[src/rtl/div_sequencer_pkg.sv]
// Shared definitions for the divider sequencer: FSM state encoding and default sizes.
package div_sequencer_pkg;

    typedef enum logic [1:0] {
        S_IDLE = 2'd0,
        S_WAIT = 2'd1,
        S_FIX  = 2'd2
    } state_t;

    localparam int DEFAULT_BITS   = 32;
    localparam int DEFAULT_SETTLE = 2;

endpackage

[src/rtl/div_sign_fix.sv]
// Conditional two's-complement negate, used for operand magnitudes and result sign correction.
module div_sign_fix
    import div_sequencer_pkg::*;
#(
    parameter int BITS = DEFAULT_BITS
) (
    input  logic            neg,
    input  logic [BITS-1:0] value,
    output logic [BITS-1:0] result
);

    assign result = neg ? -value : value;

endmodule

[src/rtl/div_sequencer.sv]
// Multicycle control stage around a combinational unsigned divider, with signed support.
// Optional macro DIV_ZERO_TRAP_EN adds a zero-divisor short path and the div_by_zero pulse.
module div_sequencer
    import div_sequencer_pkg::*;
#(
    parameter int BITS          = DEFAULT_BITS,
    parameter int SETTLE_CYCLES = DEFAULT_SETTLE
) (
    input  logic              clock,
    input  logic              reset,
    input  logic              start,
    input  logic              signed_op,
    input  logic [BITS-1:0]   dividend,
    input  logic [BITS-1:0]   divisor,
    output logic [BITS-1:0]   div_num,
    output logic [BITS-1:0]   div_den,
    input  logic [2*BITS-1:0] div_result,
    output logic [BITS-1:0]   hi,
    output logic [BITS-1:0]   lo,
    output logic              busy,
    output logic              done
`ifdef DIV_ZERO_TRAP_EN
    ,
    output logic              div_by_zero
`endif
);

    localparam int CNT_W = $clog2(SETTLE_CYCLES + 1);

    state_t            state;
    logic [CNT_W-1:0]  cnt;
    logic [BITS-1:0]   q_raw;
    logic [BITS-1:0]   r_raw;
    logic              neg_q;
    logic              neg_r;
    logic [BITS-1:0]   num_mag;
    logic [BITS-1:0]   den_mag;
    logic [BITS-1:0]   q_fix;
    logic [BITS-1:0]   r_fix;
    logic              num_neg;
    logic              den_neg;
`ifdef DIV_ZERO_TRAP_EN
    logic              dz_pending;
`endif

    assign num_neg = signed_op & dividend[BITS-1];
    assign den_neg = signed_op & divisor[BITS-1];

    div_sign_fix #(.BITS(BITS)) u_num_fix (.neg(num_neg), .value(dividend), .result(num_mag));
    div_sign_fix #(.BITS(BITS)) u_den_fix (.neg(den_neg), .value(divisor),  .result(den_mag));
    div_sign_fix #(.BITS(BITS)) u_q_fix   (.neg(neg_q),   .value(q_raw),    .result(q_fix));
    div_sign_fix #(.BITS(BITS)) u_r_fix   (.neg(neg_r),   .value(r_raw),    .result(r_fix));

    // Operands stay registered on div_num/div_den while WAIT lets the divider settle.
    always_ff @(posedge clock) begin
        if (reset) begin
            state   <= S_IDLE;
            cnt     <= '0;
            q_raw   <= '0;
            r_raw   <= '0;
            neg_q   <= 1'b0;
            neg_r   <= 1'b0;
            div_num <= '0;
            div_den <= '0;
            hi      <= '0;
            lo      <= '0;
            busy    <= 1'b0;
            done    <= 1'b0;
`ifdef DIV_ZERO_TRAP_EN
            dz_pending  <= 1'b0;
            div_by_zero <= 1'b0;
`endif
        end else begin
            done <= 1'b0;
`ifdef DIV_ZERO_TRAP_EN
            div_by_zero <= 1'b0;
`endif
            case (state)
                S_IDLE: begin
                    if (start) begin
                        div_num <= num_mag;
                        div_den <= den_mag;
                        neg_q   <= num_neg ^ den_neg;
                        neg_r   <= num_neg;
                        busy    <= 1'b1;
                        cnt     <= '0;
`ifdef DIV_ZERO_TRAP_EN
                        // Zero divisor bypasses the divider: raw dividend to HI, all ones to LO.
                        if (den_mag == '0) begin
                            r_raw      <= dividend;
                            q_raw      <= '1;
                            neg_q      <= 1'b0;
                            neg_r      <= 1'b0;
                            dz_pending <= 1'b1;
                            state      <= S_FIX;
                        end else begin
                            dz_pending <= 1'b0;
                            state      <= S_WAIT;
                        end
`else
                        state <= S_WAIT;
`endif
                    end
                end
                S_WAIT: begin
                    cnt <= cnt + CNT_W'(1);
                    if (cnt == CNT_W'(SETTLE_CYCLES - 1)) begin
                        q_raw <= div_result[2*BITS-1:BITS];
                        r_raw <= div_result[BITS-1:0];
                        state <= S_FIX;
                    end
                end
                S_FIX: begin
                    lo    <= q_fix;
                    hi    <= r_fix;
                    done  <= 1'b1;
                    busy  <= 1'b0;
                    state <= S_IDLE;
`ifdef DIV_ZERO_TRAP_EN
                    div_by_zero <= dz_pending;
`endif
                end
                default: state <= S_IDLE;
            endcase
        end
    end

endmodule
[config.mk]
export PLATFORM = sky130hd
export DESIGN_NAME = div_sequencer
export DESIGN_NICKNAME = d
export VERILOG_FILES = /design/src/rtl/div_sequencer_pkg.sv /design/src/rtl/div_sign_fix.sv /design/src/rtl/div_sequencer.sv
export SDC_FILE = /design/constraint.sdc
export NUM_CORES = 1
export LEC_CHECK = 0
export BUFFER_PORTS_ARGS = -buffer_cell sky130_fd_sc_hd__buf_2
export CORE_MARGIN = 3
export CORE_UTILIZATION = 35
export CTS_CLUSTER_DIAMETER = 120
export DETAILED_ROUTE_END_ITERATION = 10
export GPL_ROUTABILITY_DRIVEN = 0
export PLACE_DENSITY_LB_ADDON = 0.15
export SETUP_SLACK_MARGIN = 0.02
export SYNTH_ARGS = -nofsm -noshare
export SYNTH_HDL_FRONTEND = slang
export SYNTH_HIERARCHICAL = 1
export SYNTH_SLANG_ARGS = --single-unit
[constraint.sdc]
create_clock -name clock -period 4.4 [get_ports clock]
set_clock_uncertainty 0.15 [all_clocks]
set_input_delay 0.44 -clock clock [delete_from_list [all_inputs] [get_ports clock]]
set_output_delay 0.44 -clock clock [all_outputs]
set_load 0.01 [all_outputs]
# After elaboration in Yosys (flattened, before gate mapping)
# Cells that the tools add are included.
[totals] out_inout_bits=130 ff_bits=200 wordCells=45 in_bits=132
[classes] add_sub_neg=5 mux=12 eq_ne=5 reduce_logical=8 bitwise=3
[op_table] cell="$mux W32" n=4
[op_table] cell="$neg A32 Y32" n=4
[op_table] cell="$reduce_and A2 Y1" n=5
[op_table] cell="$pmux W2 S2" n=2
[op_table] cell="$mux W2" n=3
[op_table] cell="$eq A2 B1 Y1 const B" n=2
[op_table] cell="$ne A2 B2 Y1 const B" n=2
[op_table] cell="$reduce_bool A2 Y1" n=2
[op_table] cell="$add A2 B1 Y2 const B" n=1
[op_table] cell="$and A1 B1 Y1" n=2
[op_table] cell="$eq A2 B2 Y1 const B" n=1
[op_table] cell="$logic_not A2 Y1" n=1
[op_table] cell="$mux W1" n=2
[op_table] cell="$pmux W1 S2" n=1
[op_table] cell="$xor A1 B1 Y1" n=1

# Logic depth before layout (Yosys ltp)
# Gate-level depths: netlist of run 1.
[depth] depth_word=3 depth_mapped=8 depth_no_buf=8

# Modules after synthesis
# The synthesis of run 1 kept the hierarchy.
[modules_own_cells] module="div_sequencer" cells_per_inst=735 n_inst=1 area_per_inst_um2=6668.9 seq_area_each_um2=4003.8
[modules_own_cells] module="div_sign_fix" cells_per_inst=108 n_inst=4 area_per_inst_um2=767.0 seq_area_each_um2=0.0

# Worst setup path before layout of run 1
# No wires, ideal clock.
[synth_path] path_type="in2reg" start="input divisor[14]" end="register div_den[30]" required_time_ns=4.180 n_path_buf=1 path_slack_ns=1.893 stages=7 setup_ns=0.070 t_arrival_ns=2.287 cell_sequence="or4_4 or4_4 buf_6 or3_1 o311ai_1 nand2_1 a21oi_1"
[synth_between] elab_chain_len=2
[synth_lines] item="start: declaration" line="div_sequencer.sv:14" text="input logic [BITS-1:0] divisor,"
[synth_lines] item="$neg A32 Y32" line="div_sign_fix.sv:12" text="assign result = neg ? -value : value;"
[synth_lines] item="$mux W32" line="div_sign_fix.sv:12"
[synth_lines] item="via den_mag[30]" line="div_sequencer.sv:37" text="logic [BITS-1:0] den_mag;"
[synth_lines] item="end signal: assignment" line="div_sequencer.sv:82" text="div_den <= den_mag;"
[synth_lines] item="end: declaration" line="div_sequencer.sv:16" text="output logic [BITS-1:0] div_den,"
# The timed path passes the listed nets, and every way through them passes these cells.
# A chain may end at the register's enable or synchronous reset.

# Worst setup path in the final report of run 1
[layout_path] start="register q_raw[8]" end="register lo[21]"
[layout_between] elab_chain_len=2
[layout_lines] item="start: declaration" line="div_sequencer.sv:32" text="logic [BITS-1:0] q_raw;"
[layout_lines] item="start signal: assignment" line="div_sequencer.sv:108" text="q_raw <= div_result[2*BITS-1:BITS];"
[layout_lines] item="$neg A32 Y32" line="div_sign_fix.sv:12"
[layout_lines] item="$mux W32" line="div_sign_fix.sv:12"
[layout_lines] item="via q_fix[21]" line="div_sequencer.sv:38" text="logic [BITS-1:0] q_fix;"
[layout_lines] item="end signal: assignment" line="div_sequencer.sv:114" text="lo <= q_fix;"
[layout_lines] item="end: declaration" line="div_sequencer.sv:19" text="output logic [BITS-1:0] lo,"
# The timed path passes the listed nets, and every way through them passes these cells.

==> results.md, run 1 <==
Layout:
- The utilization after layout is between 40% and 50%.
- The sequential cell area is 4004 um^2.
- The number of fill cells in the layout is between 2000 and 3000.
- In the final layout, the multi-input gates occupy between 5000 and 6000 um^2.
- The growth of design area from synthesis to finish is 20.62%.
- The fraction of final layout cells with drive strength greater than 1 is 23.56%.
- The number of nets in the final layout is 1512.

STA:
- The count of pins over their slew limit came to 0.
- Setup slack closes at 1.243 ns.
- On the final layout, the worst hold slack is 0.08992 ns.
- Of the available clock period, the critical path in the final layout requires 71.75%.
- The shortest clock period the worst path allows after layout is approximately 3.2 ns.
- For the pin with the worst max-slew slack, the measured transition is 1.199 ns.
- Setup repair after global routing left no endpoint under its margin.
- The highest achievable clock rate is about 320 MHz.
- The number of endpoints failing setup at the final stage is 0.
- The hold violation total from the final report is 0.
- In this run the tightest slew margin relative to its limit is between 20 and 25%.
- After routing, the total negative slack on setup checks comes to 0 ns.

Clock tree:
- TritonCTS built the clock tree.
- The tree is rooted in a sky130_fd_sc_hd__clkbuf_16.
- The clock transition at the registers of the reported paths is ~0.080 ns.
- Clock tree synthesis found a total of 200 sinks.
- For this design, the CTS-stage hold fixing added 0 buffers.
- The total clock buffers created by CTS is 17.
- The maximum buffer depth of the clock tree is 2.
- The H-tree depth is 4.
- The count of cells resized by post-cts repair is 0.
- Once the clock tree was built, the setup fixing pass inserted 0 buffers.
- The latest clock arrival within the worst-skew pair is about 0.43 ns.

Logic synthesis:
- The post-synthesis async set-or-reset flop share is 0%.
- By area the synthesized netlist is led by sky130_fd_sc_hd__dfxtp_1 (41%), sky130_fd_sc_hd__nand2_1 (12%), sky130_fd_sc_hd__xnor2_1 (10%), sky130_fd_sc_hd__a21oi_1 (7.1%), sky130_fd_sc_hd__a22o_1 (5.8%).
- The share of synthesized area in the top cell type comes to between 40% and 50%.
- The cell count after synthesis is 1167.
- The number of flops mapped to enable cells by yosys is 0.
- The number of different library cells used by synthesis comes to 40.
- For this run, the leading register cell type out of synthesis is sky130_fd_sc_hd__dfxtp_1.
- The number of nets handed over by synthesis was 1304.
- In this run the mean area of a mapped cell was between 8 and 9 um^2.
- Of all cell types, the one taking the most synthesized area is sky130_fd_sc_hd__dfxtp_1.
- For this run, the register share of the synthesized area comes to 41.12%.
- The post-synthesis sequential element count is 200.
- The count of synthesis-stage warnings from yosys is 6.
- The cell area that synthesis handed to floorplanning was roughly 10000 um^2.

Placed design:
- The count of buffers added on input and output ports is 261.
- The HPWL after detailed placement is 19500 um.
- Prior to clock tree synthesis, the placed netlist has a worst setup slack of 1.219 ns.

Setup path:
- For flop-to-flop paths, the worst setup slack is 1.24 ns.
- The cell with the biggest individual delay on the critical path is sky130_fd_sc_hd__nor4_1.
- The signal on the critical path passes through nor4_1 -> nand4b_1 -> o41ai_1 -> xnor2_1 -> a22o_1.
- The worst setup path category is register to register.
- The largest single stage delay on the critical path is 0.90 ns.
- The required time at the endpoint of the critical path is between 4 and 5 ns.
- Together, buffers and inverters on the worst path number 0.
- The startpoint type of the worst setup path is a register.
- The endpoint identified for the worst register-to-register timing path is lo[21].
- STA classifies the critical path endpoint as a register.
- In this run the critical register-to-register path is launched from q_raw[8].
- Counting cells, the worst reg-to-reg path comes to 5.
- The logic depth of the worst setup path including buffers is 5.
- In this run the worst path has a maximum fanout of 11.
- For the worst setup path, the data arrival time is 3.34 ns.
- In this design, the largest share of critical-path delay is due to simple AND/OR/NAND/NOR gates.

Worst hold path:
- The startpoint identified for the worst hold timing path is div_result[19].
- The worst hold path terminates at r_raw[19].
- In this run the worst hold path is classified as input pin to register.
- Along the worst hold path, the cell count comes to 3.

Routing:
- The average via count per standard cell is just over 5.
- In the final routed layout, each cell accounts on average for 15.82 um.
- The overall routed net length is 27860 um.
- For this run, the detailed router's first-pass iteration total came to 5.
- The detailed router placed 8855 vias in this run.
- The iteration-0 DRC count of the detailed router is 486.
- After detailed routing, the number of remaining DRC violations is 0.
- The count of antenna-violating nets left after detailed routing is 0.

GRT:
- The total global routing overflow is 0.
- The global-route total usage across every layer is around 18%.
- The number of antenna violations at the first check in global routing is 4.
- The first-pass GRT wire length is approximately 45000 um.
- The via count of the first global-routing pass is 8551.
- Entering global routing, the biggest net connects just over 80 pins.

Floorplan:
- The number of primary I/O pins is 262.
- The initial utilization of the core area, before any placement, comes to 35.83%.
- The overall die area is 29860 um^2.
- The total number of placement rows is 60.
- The floorplan step set the die width to about 170 um.
- The die is ~170 um tall.
- In this run the standard cell core region covers 27180 um^2.

Run:
- Across the run, the number of max-cap violations was 0.

Power and ir drop:
- The design draws 4.075 mW.
- The total leakage power is approximately 4.8 nW.
- The areal power density over the cells is between 300 and 400 nW/um^2.
- The worst-case vdd ir drop is around 0.00024 V.

Run status:
- The flow ran to the end, and the final reports show no timing, DRC or antenna violations.
synthesized netlist by cell type (5+ instances only):
library cell               number
sky130_fd_sc_hd__nand2_1      299
sky130_fd_sc_hd__dfxtp_1      200
sky130_fd_sc_hd__a21oi_1      138
sky130_fd_sc_hd__xnor2_1      116
sky130_fd_sc_hd__a22o_1        64
sky130_fd_sc_hd__o41ai_1       36
sky130_fd_sc_hd__clkbuf_1      32
sky130_fd_sc_hd__o31ai_1       32
sky130_fd_sc_hd__buf_2         30
sky130_fd_sc_hd__o21ai_0       28
sky130_fd_sc_hd__nor2_1        23
sky130_fd_sc_hd__inv_1         22
sky130_fd_sc_hd__nor4_1        16
sky130_fd_sc_hd__nand2b_1      12
sky130_fd_sc_hd__buf_4         10
sky130_fd_sc_hd__buf_6          9
sky130_fd_sc_hd__nand3b_1       9
sky130_fd_sc_hd__nand4_1        8
sky130_fd_sc_hd__o41ai_2        8
sky130_fd_sc_hd__or3_1          8
sky130_fd_sc_hd__or4_1          8
sky130_fd_sc_hd__or4_4          8
sky130_fd_sc_hd__ha_1           5
sky130_fd_sc_hd__nand3_1        5
sky130_fd_sc_hd__nor2b_1        5
state kept, by name, indices dropped and copies added (netlist names):
register,flops
r_raw,32
neg_r,1
q_raw,32
div_den,32
lo,32
busy,1
hi,32
done,1
state,2
neg_q,1
div_num,32
cnt,2
area by class of cell:
cell class	instances	area share, %
sequential	200	34.09
antenna	1	0.02131
tap	372	3.963
multi-input combinational	863	44.49
inverter	22	0.7031
clock buffer	18	3.654
timing repair buffer	271	11.78
clock inverter	14	1.300
layout by cell type (no fill, tap or decap), types with 9 or more instances in the layout:
| cell type | instances |
|---|---|
| sky130_fd_sc_hd__nand2_1 | 299 |
| sky130_fd_sc_hd__buf_2 | 260 |
| sky130_fd_sc_hd__dfxtp_1 | 200 |
| sky130_fd_sc_hd__a21oi_1 | 137 |
| sky130_fd_sc_hd__xnor2_1 | 116 |
| sky130_fd_sc_hd__a22o_1 | 64 |
| sky130_fd_sc_hd__o41ai_1 | 36 |
| sky130_fd_sc_hd__o31ai_1 | 32 |
| sky130_fd_sc_hd__o21ai_0 | 28 |
| sky130_fd_sc_hd__nor2_1 | 23 |
| sky130_fd_sc_hd__inv_1 | 22 |
| sky130_fd_sc_hd__clkbuf_16 | 17 |
| sky130_fd_sc_hd__nor4_1 | 16 |
| sky130_fd_sc_hd__nand2b_1 | 12 |
| sky130_fd_sc_hd__buf_4 | 11 |
| sky130_fd_sc_hd__nand3b_1 | 9 |
worst register-to-register path, cell delays in order, from the launching register on:
cell                       delay (ns)
sky130_fd_sc_hd__dfxtp_1         0.33
sky130_fd_sc_hd__nor4_1          0.90
sky130_fd_sc_hd__nand4b_1        0.76
sky130_fd_sc_hd__o41ai_1         0.62
sky130_fd_sc_hd__xnor2_1         0.10
sky130_fd_sc_hd__a22o_1          0.20
metrics by stage:
step	std cells	cell area, um^2
6_report	1761	11750
5_1_grt	1760	11740
4_1_cts	1760	11740
3_5_place_dp	1728	11160
3_3_place_gp	1728	11160
2_1_floorplan	1167	9737
metal layers:
layer  routed length, um  global-route usage, %  vias to the layer above
met5                  54                      0                        -
met4                 143                  3.142                        8
met3                2083                  6.719                       15
met2               12580                  29.55                      213
met1               13000                  23.91                     4097
li1                    -                      -                     4522
worst max-delay path by stage:
stage,slack [ns],to,start
after detailed placement,1.22,lo[21],q_raw[7]
after floorplan,1.89,div_den[30],divisor[14]
final,1.24,lo[21],q_raw[8]
after CTS,1.22,lo[17],q_raw[8]
after global routing,0.97,lo[21],q_raw[6]
after global placement,1.27,lo[21],q_raw[7]
logic make-up (layout without fill, tap and decap cells):
family | count (synthesis) | in the layout | synth area share [%]
simple gates | 429 | 429 | 20.39
compound gates | 312 | 312 | 21.85
flops | 200 | 200 | 41.12
xor+xnor | 117 | 117 | 10.52
buf+inv | 104 | 325 | 5.474
fa+ha+maj | 5 | 5 | 0.6425
other cells | 0 | 1 | 0
where the power goes:
| part | leakage, nW | switching (mW) | internal (mW) |
|---|---|---|---|
| clock network | 0.278 | 0.800 | 0.766 |
| registers | 1.62 | 0.0489 | 1.87 |
| logic | 2.86 | 0.357 | 0.233 |
Note: power is estimated with default switching activity, not from simulation.
==> run 2: changes to the inputs <==
- ABC_AREA: not set -> 1
- clock period: 4.4 -> 2.8 ns (I/O delays scaled with it)
==> results.md, run 2 <==
Clock tree:
- Clock tree synthesis selected as its root buffer the cell sky130_fd_sc_hd__clkbuf_16.
- For this design, the sink count on the clock tree is 200.
- Post-CTS timing repair inserted 0 buffers for setup.
- The count of cells resized by post-cts repair is 0.
- At the later pin of the worst-skew pair, clock insertion delay measures 0.46 ns.
- The clock transition at the registers of the reported paths is 0.08 ns.
- The clock tree from TritonCTS is yes.
- The total clock buffers created by CTS is 17.
- The H-tree was split into 4 levels.
- The maximum buffer depth of the clock tree is 2.

Routing:
- The average via count per standard cell is 4.773.
- The average wire per cell in the routed design is roughly 14 um.
- The count of antenna-violating nets left after detailed routing is 0.
- The overall routed net length is 35990 um.
- The post-route DRC violation count is 0.
- The iteration-0 DRC count of the detailed router is between 700 and 800.
- For this block, the via count after detailed routing is between 10000 and 15000.
- The number of search-and-repair iterations in the first detailed-routing pass is 5.

Logic synthesis:
- When the netlist entered floorplanning its net count stood at 1929.
- sky130_fd_sc_hd__dfxtp_1 takes more of the synthesized area than any other cell.
- The post-synthesis async set-or-reset flop share is 0%.
- After synthesis, the cell types taking the most area are sky130_fd_sc_hd__dfxtp_1 (35%), sky130_fd_sc_hd__nand2_1 (19%), sky130_fd_sc_hd__nor2_1 (11%), sky130_fd_sc_hd__nand3_1 (8.5%), sky130_fd_sc_hd__o21bai_1 (4.2%).
- The area fraction in compound gates after synthesis is 9.038%.
- The synthesized design contains 0 enable-type register cells.
- The share of the yosys chip area belonging to registers is 34.93%.
- In the post-synthesis netlist, the cell with the most instances is sky130_fd_sc_hd__nand2_1.
- After synthesis the netlist holds a flip-flop and latch count of 200.
- The area of the mapped netlist is roughly 11000 um^2.
- By area, the combinational part of the netlist is dominated by simple AND/OR/NAND/NOR gates.
- After technology mapping, the gate count stands at 1792.
- Yosys printed 6 warnings.
- The post-synthesis share of cell area spent on and, or, nand and nor gates is roughly 43%.
- The area share of the leading cell type in the synthesized netlist is between 30% and 40%.
- Summing the areas of all xor and xnor instances in the mapped netlist gives 4.279% of the synthesized area.
- The unique cell type count in the Yosys netlist is 25.
- In the synthesized netlist, mux cells make up 0% of the area.
- The predominant post-synthesis flop cell is sky130_fd_sc_hd__dfxtp_1.
- The mean cell area of the mapped netlist is 6.396 um^2.
- By count the netlist is led by sky130_fd_sc_hd__nand2_1 (588), sky130_fd_sc_hd__nor2_1 (321), sky130_fd_sc_hd__dfxtp_1 (200).
- The area share of fa/ha/maj cells after synthesis is 0.5458%.

Floorplan:
- The overall die area is 34960 um^2.
- The die boundary width is around 190 um.
- The total number of placement rows is 65.
- The core region is approximately 32000 um^2.
- The initial utilization of the core area, before any placement, comes to between 30% and 40%.
- During I/O placement, the number of pins put on the boundary was about 260.
- The y dimension of the die is around 190 um.

GRT:
- The total global routing overflow is 0.
- The global-route total usage across every layer is 20.45%.
- The first global-routing pass estimated 59240 um of wire.
- The maximum number of pins on one net before global-route repair is 106.
- The number of antenna violations at the first check in global routing is 3.
- The via count of the first global-routing pass was 11720.

STA:
- At the pin with the least slew margin, the transition time is roughly 0.70 ns.
- The count of pins over their slew limit came to 0.
- For the final routed database, the setup TNS stands at 0 ns.
- The hold violation total from the final report was 0.
- Setup repair after global routing left no endpoint under its margin.
- Static timing analysis puts the maximum clock frequency at 513.8 MHz.
- In this run the tightest slew margin relative to its limit is between 50% and 60%.
- The shortest clock period the worst path allows after layout is 1.946 ns.
- The post-route clock period utilization is 69.51%.
- The number of endpoints failing setup at the final stage is 0.
- The final worst hold slack is 0.06501 ns.

Placed design:
- The placed wire-length estimate after detailed placement is roughly 26000 um.
- During placement, the flow inserted port buffers numbering 261.

Run status:
- The run finished with clean final reports.

Power and ir drop:
- Cell internal power was estimated by the tool at 4.781 mW.
- The share of power burned in the clock network is 36.2%.
- For this design the total switching power over the nets is 2.347 mW.
- Combinational logic is responsible for 20.9% of the overall power.
- The share of power burned in registers is between 40% and 50%.
- The fraction of power spent switching nets is 32.93%.
- The areal power density over the cells is 500.9 nW/um^2.
- The total leakage power is approximately 7.1 nW.
- Across the VDD grid, the largest voltage drop is around 0.00044 V.

Setup path:
- The largest individual stage delay along the critical path comes from the cell sky130_fd_sc_hd__dlygate4sd3_1.
- The startpoint of the worst setup timing path is dividend[0].
- Counting stages on the worst path, the most repeated cell is sky130_fd_sc_hd__nand2_1.
- The maximum fanout count along the critical path is 5.
- For this run, the slowest stage of the critical path takes between 0.5 and 0.6 ns.
- The worst path arrival time is 2.15 ns.
- The startpoint identified for the worst register-to-register timing path is cnt[0].
- For the worst setup path, the data required time is 3.00 ns.
- The startpoint type of the worst setup path is an input pin.
- The worst setup path category is input pin to register.
- Traced cell by cell, the critical path runs through dlygate4sd3_1 -> buf_2 -> inv_1 -> ha_1 -> nand2_1 -> nor2_2 -> nand2_1 -> nand2_2 -> o21ai_1 -> nand2_1 -> nand2_1 -> o21bai_1 -> nor2_1.
- The element type at the critical path end is a register.

Layout:
- The top cell types in the final layout, fill and taps aside, are sky130_fd_sc_hd__nand2_1 (587), sky130_fd_sc_hd__nor2_1 (321), sky130_fd_sc_hd__buf_2 (260).
- The commonest non-fill, non-tap cell in the layout is sky130_fd_sc_hd__nand2_1.
- Relative to the synthesized area, the layout overhead comes to 24.15%.
- The net count of the finished layout is 2205.
- The number of fill cells in the layout is approximately 3500.
- The fraction of final layout cells with drive strength greater than 1 is 17.92%.
- Cells fill 44.64% of the core in the end.

Run:
- The max-capacitance violation count is 0.

Worst hold path:
- The worst min-delay path class is input pin to register.
- The startpoint identified for the worst hold timing path is dividend[12].
==> run 2: metrics by stage <==
step	power (mW)	worst slack, ns	area [um^2]	std cells
floorplan	4.085	1.300	11460	1792
global placement	4.535	0.8653	12940	2417
detailed placement	4.545	0.8066	12940	2417
CTS	7.240	0.8521	14220	2516
global route	7.540	0.6613	14230	2517
finish	7.128	0.8538	14230	2518
==> run 2: worst paths after layout <==
path                 end  slack, ns  cells past startpoint
max reg2reg    r_raw[27]       0.86                      4
min reg2reg       cnt[1]       0.31                      2
min          div_num[12]       0.07                      4
max          div_num[18]       0.85                     13
==> run 2: what timing repair did <==
action | CTS | global route
hold buffers | 67 | 0
hold endpoints to repair | 67 | 0
endpoints found under the setup margin | 0 | 0
==> run 2: critical path, delay by kind of cell <==
kind	cells	cell delay [ns]
AOI/OAI and AO/OA	2	0.22
adders and majority gates	1	0.22
buffers and inverters	3	0.77
and+or+nand+nor	7	0.66
==> run 2: routing by layer <==
metal	track usage [%]	share of wire, %	up-vias
li1	-	-	6201
met1	25.95	46	5452
met2	34.36	45	327
met3	5.735	7.0	36
met4	5.176	1.5	2
met5	0	0.019	-
==> run 2: cell families (layout without fill, tap and decap cells) <==
group	count (synthesis)	in the layout
AO/OA/AOI/OAI	173	173
buffers and inverters	187	476
flip-flops	200	200
XOR/XNOR	56	56
AND/OR/NAND/NOR	1171	1171
adder cells (fa/ha/maj)	5	5
other	0	2
==> run 2: area by class of cell <==
type / instances / area (um^2) / share of cell area [%]
antenna: 2 / 5.005 / 0.03517
clock buffer: 18 / 439.2 / 3.086
clock inverter: 14 / 176.4 / 1.240
inverter: 102 / 382.9 / 2.691
multi-input combinational: 1405 / 6531 / 45.90
sequential: 200 / 4004 / 28.14
tap: 435 / 544.3 / 3.825
timing repair buffer: 342 / 2147 / 15.09
==> run 2: power by group through the flow <==
stage | Sequential [mW] | Clock (mW) | Combinational, mW
finish | 3.06 | 2.58 | 1.49
CTS | 3.06 | 2.68 | 1.50
detailed placement | 3.13 | 0 | 1.42
global route | 3.08 | 2.77 | 1.69
global placement | 3.12 | 0 | 1.41
floorplan | 3.15 | 0 | 0.933
==> run 3: changes to the inputs <==
- clock period: 2.8 -> 1.6 ns (I/O delays scaled with it)
==> results.md, run 3 (same netlist as run 2, synthesis figures left out) <==
STA:
- The count of pins over their slew limit was 0.
- The post-route clock period utilization is 98.92%.
- The headroom to the max-slew limit is 65.61%.
- Setup repair after global routing could not meet its margin everywhere.
- The total negative slack is 0 ns.
- The shortest clock period the worst path allows after layout is 1.583 ns.
- The final worst hold slack is 0.03002 ns.
- Static timing analysis puts the maximum clock frequency at about 630 MHz.
- Setup violations remaining at the end of the flow were counted as 0.
- For the pin with the worst max-slew slack, the measured transition is 0.5158 ns.
- The hold violation total from the final report is 0.

Setup path:
- The worst setup path is captured at a register.
- The startpoint type of the worst setup path is a register.
- The most frequent cell on the critical path is sky130_fd_sc_hd__nand2_1.
- The category of cells accounting for the largest share of critical-path delay is simple AND/OR/NAND/NOR gates.
- The required time at the endpoint of the critical path is 1.80 ns.
- The cell with the biggest individual delay on the critical path is sky130_fd_sc_hd__dfxtp_4.
- Walking the worst path, the cells encountered are nor2_4 -> nand2_2 -> nor2_4 -> nor2_4 -> nor2_4 -> nand2_1 -> nand2_1 -> nand2_1 -> nand2_1 -> nand2_1.
- Of all nets on the critical path, the largest fanout is 5.
- The setup slack on the worst flop-to-flop path is 0.02 ns.
- The number of buffers and inverters on the critical path is 0.
- The worst path arrival time is 1.78 ns.
- The worst setup path category is register to register.
- The largest stage delay on the critical path is 0.37 ns.

Layout:
- The growth of design area from synthesis to finish is 38.16%.
- The repair_antennas step left the layout with diodes totalling 0.
- Registers take 4031 um^2.
- Cells with a size suffix above 1 make up 25.69% of the layout.
- The multi-input combinational cells in the finished layout cover a total of 7022 um^2.
- With fillers left out, the area of the finished cells amounts to 15840 um^2.
- For this run, the post-layout net count is 2319.
- Leaving out filler cells and counting taps, the final layout contains 2630.
- Fill cells in the final layout number 3325.
- Leaving out fill and tap cells, the most frequent cells in the layout are sky130_fd_sc_hd__nand2_1 (551), sky130_fd_sc_hd__nor2_1 (258), sky130_fd_sc_hd__buf_2 (257).
- The library cell used most frequently in the layout, excluding fill and tap cells, is sky130_fd_sc_hd__nand2_1.

Placed design:
- The number of input and output port buffers inserted is 261.
- The standard cell area after detailed placement is around 13000 um^2.
- Once placement completed, the tool counted placed cells totaling 2475.
- After legalization and detailed placement, the total HPWL measured about 27000 um.

Power and ir drop:
- In this run, the clock network consumes 35.0% of the power.
- The worst-case vdd ir drop is between 0.0007 and 0.0008 V.
- The areal power density over the cells is 817.0 nW/um^2.
- The internal power is 8.845 mW.
- Of the total power, the share spent switching nets is 31.64%.
- The switching component of the power is 4.094 mW.
- Combinational cells account for 23.6% of the total power.
- For this design the static power due to leakage is a little under 8 nW.
- The share of power burned in registers is about two fifths.

Clock tree:
- The tree is rooted in a sky130_fd_sc_hd__clkbuf_16.
- The CTS sink count is 200.
- Counting along the longest clock path gives a buffer depth of 2.
- The total clock buffers created by CTS is 17.
- The H-tree generated during clock tree synthesis spans 4 levels.
- The clock tree from TritonCTS is yes.
- The latest clock arrival within the worst-skew pair is between 0.4 and 0.5 ns.
- After clock tree synthesis, the clock-pin slew on the worst setup and hold paths is 0.08 ns.

GRT:
- The via count of the first global-routing pass came to 12050.
- The first-pass GRT wire length is 60660 um.
- For this run the aggregate overflow at the end of global routing stands at 0.
- In the global route stage, overall resource usage came out at 20.85%.
- Entering global routing, the biggest net connects 66 pins.
- The number of antenna violations at the first check in global routing came to 3.

Run status:
- The run finished with clean final reports.

Floorplan:
- The floorplan step defined a die boundary enclosing ~35000 um^2.
- The floorplan step set the die height to between 150 and 200 um.
- The initial core utilization is roughly 36%.
- The die boundary width is 187.0 um.
- The total number of placement rows is 65.
- After floorplanning, the core was sized to cover 31880 um^2.
- 262 I/O pins were placed.

Routing:
- The detail route stage leaves a number of antenna-violating nets equal to 0.
- The iteration-0 DRC count of the detailed router is 722.
- For this block, the via count after detailed routing is between 10000 and 15000.
- After detailed routing, the average wire length per cell comes to 14.19 um.
- The number of search-and-repair iterations in the first detailed-routing pass is 7.
- In the routed design, unresolved DRC markers number 0.
- The average via count per standard cell is 4.711.
- The overall routed net length is 37310 um.

Run:
- Max-cap violations in this run came to 0.

Worst hold path:
- The worst min-delay path class is input pin to register.
-- run 3: power groups by stage --
stage                     clock network, mW  logic (mW)  registers, mW
after CTS                              4.69        2.89           5.34
after floorplan                           0        1.63           5.52
after global routing                   4.90        3.41           5.38
after detailed placement                  0        2.63           5.46
after global placement                    0        2.61           5.45
final                                  4.53        3.05           5.35
-- run 3: worst paths after layout --
| check | cells past startpoint | to | startpoint |
|---|---|---|---|
| hold / removal | 6 | div_num[11] | dividend[11] |
| hold reg to reg | 2 | hi[28] | hi[28] |
| setup reg to reg | 10 | lo[25] | q_raw[4] |
| setup / recovery | 10 | lo[25] | q_raw[4] |
-- run 3: layout make-up --
| cell class | count | share of cell area (%) |
|---|---|---|
| repair buffers | 456 | 20.56 |
| inverters | 102 | 2.418 |
| flip-flops and latches | 200 | 25.46 |
| clock inverters | 13 | 1.059 |
| multi-input cells | 1405 | 44.34 |
| clock buffers | 19 | 2.734 |
| well taps | 435 | 3.437 |
-- run 3: metal layers --
layer	GRT usage (%)	part of all wire, %	up-vias
met5	0	0.11	-
met4	4.478	1.2	6
met3	4.816	5.6	37
met2	35.73	47	285
met1	26.84	46	5626
li1	-	-	6435
-- run 3: worst min-delay path: cells and delay by family --
kind | cells | cell delay, ns
simple gates | 2 | 0.12
buf+inv | 2 | 0.17
compound gates | 2 | 0.14
-- run 3: what timing repair did --
| action | 4_1_cts | 5_1_grt |
|---|---|---|
| hold endpoints to repair | 124 | 0 |
| setup endpoints to repair | 23 | 76 |
| pin swaps | 14 | 45 |
| gates resized for setup | 19 | 166 |
| hold buffers | 121 | 0 |
| setup buffers | 1 | 3 |
-- run 3: through the flow --
| step | util, % | setup slack (ns) | power, mW |
|---|---|---|---|
| after floorplan | - | 0.1456 | 7.148 |
| after global placement | 42.26 | -0.08839 | 8.060 |
| after detailed placement | 42.26 | -0.1014 | 8.081 |
| after CTS | 48.17 | 0.0004130 | 12.92 |
| after global routing | 49.67 | -0.09606 | 13.68 |
| final | 49.67 | 0.01726 | 12.94 |
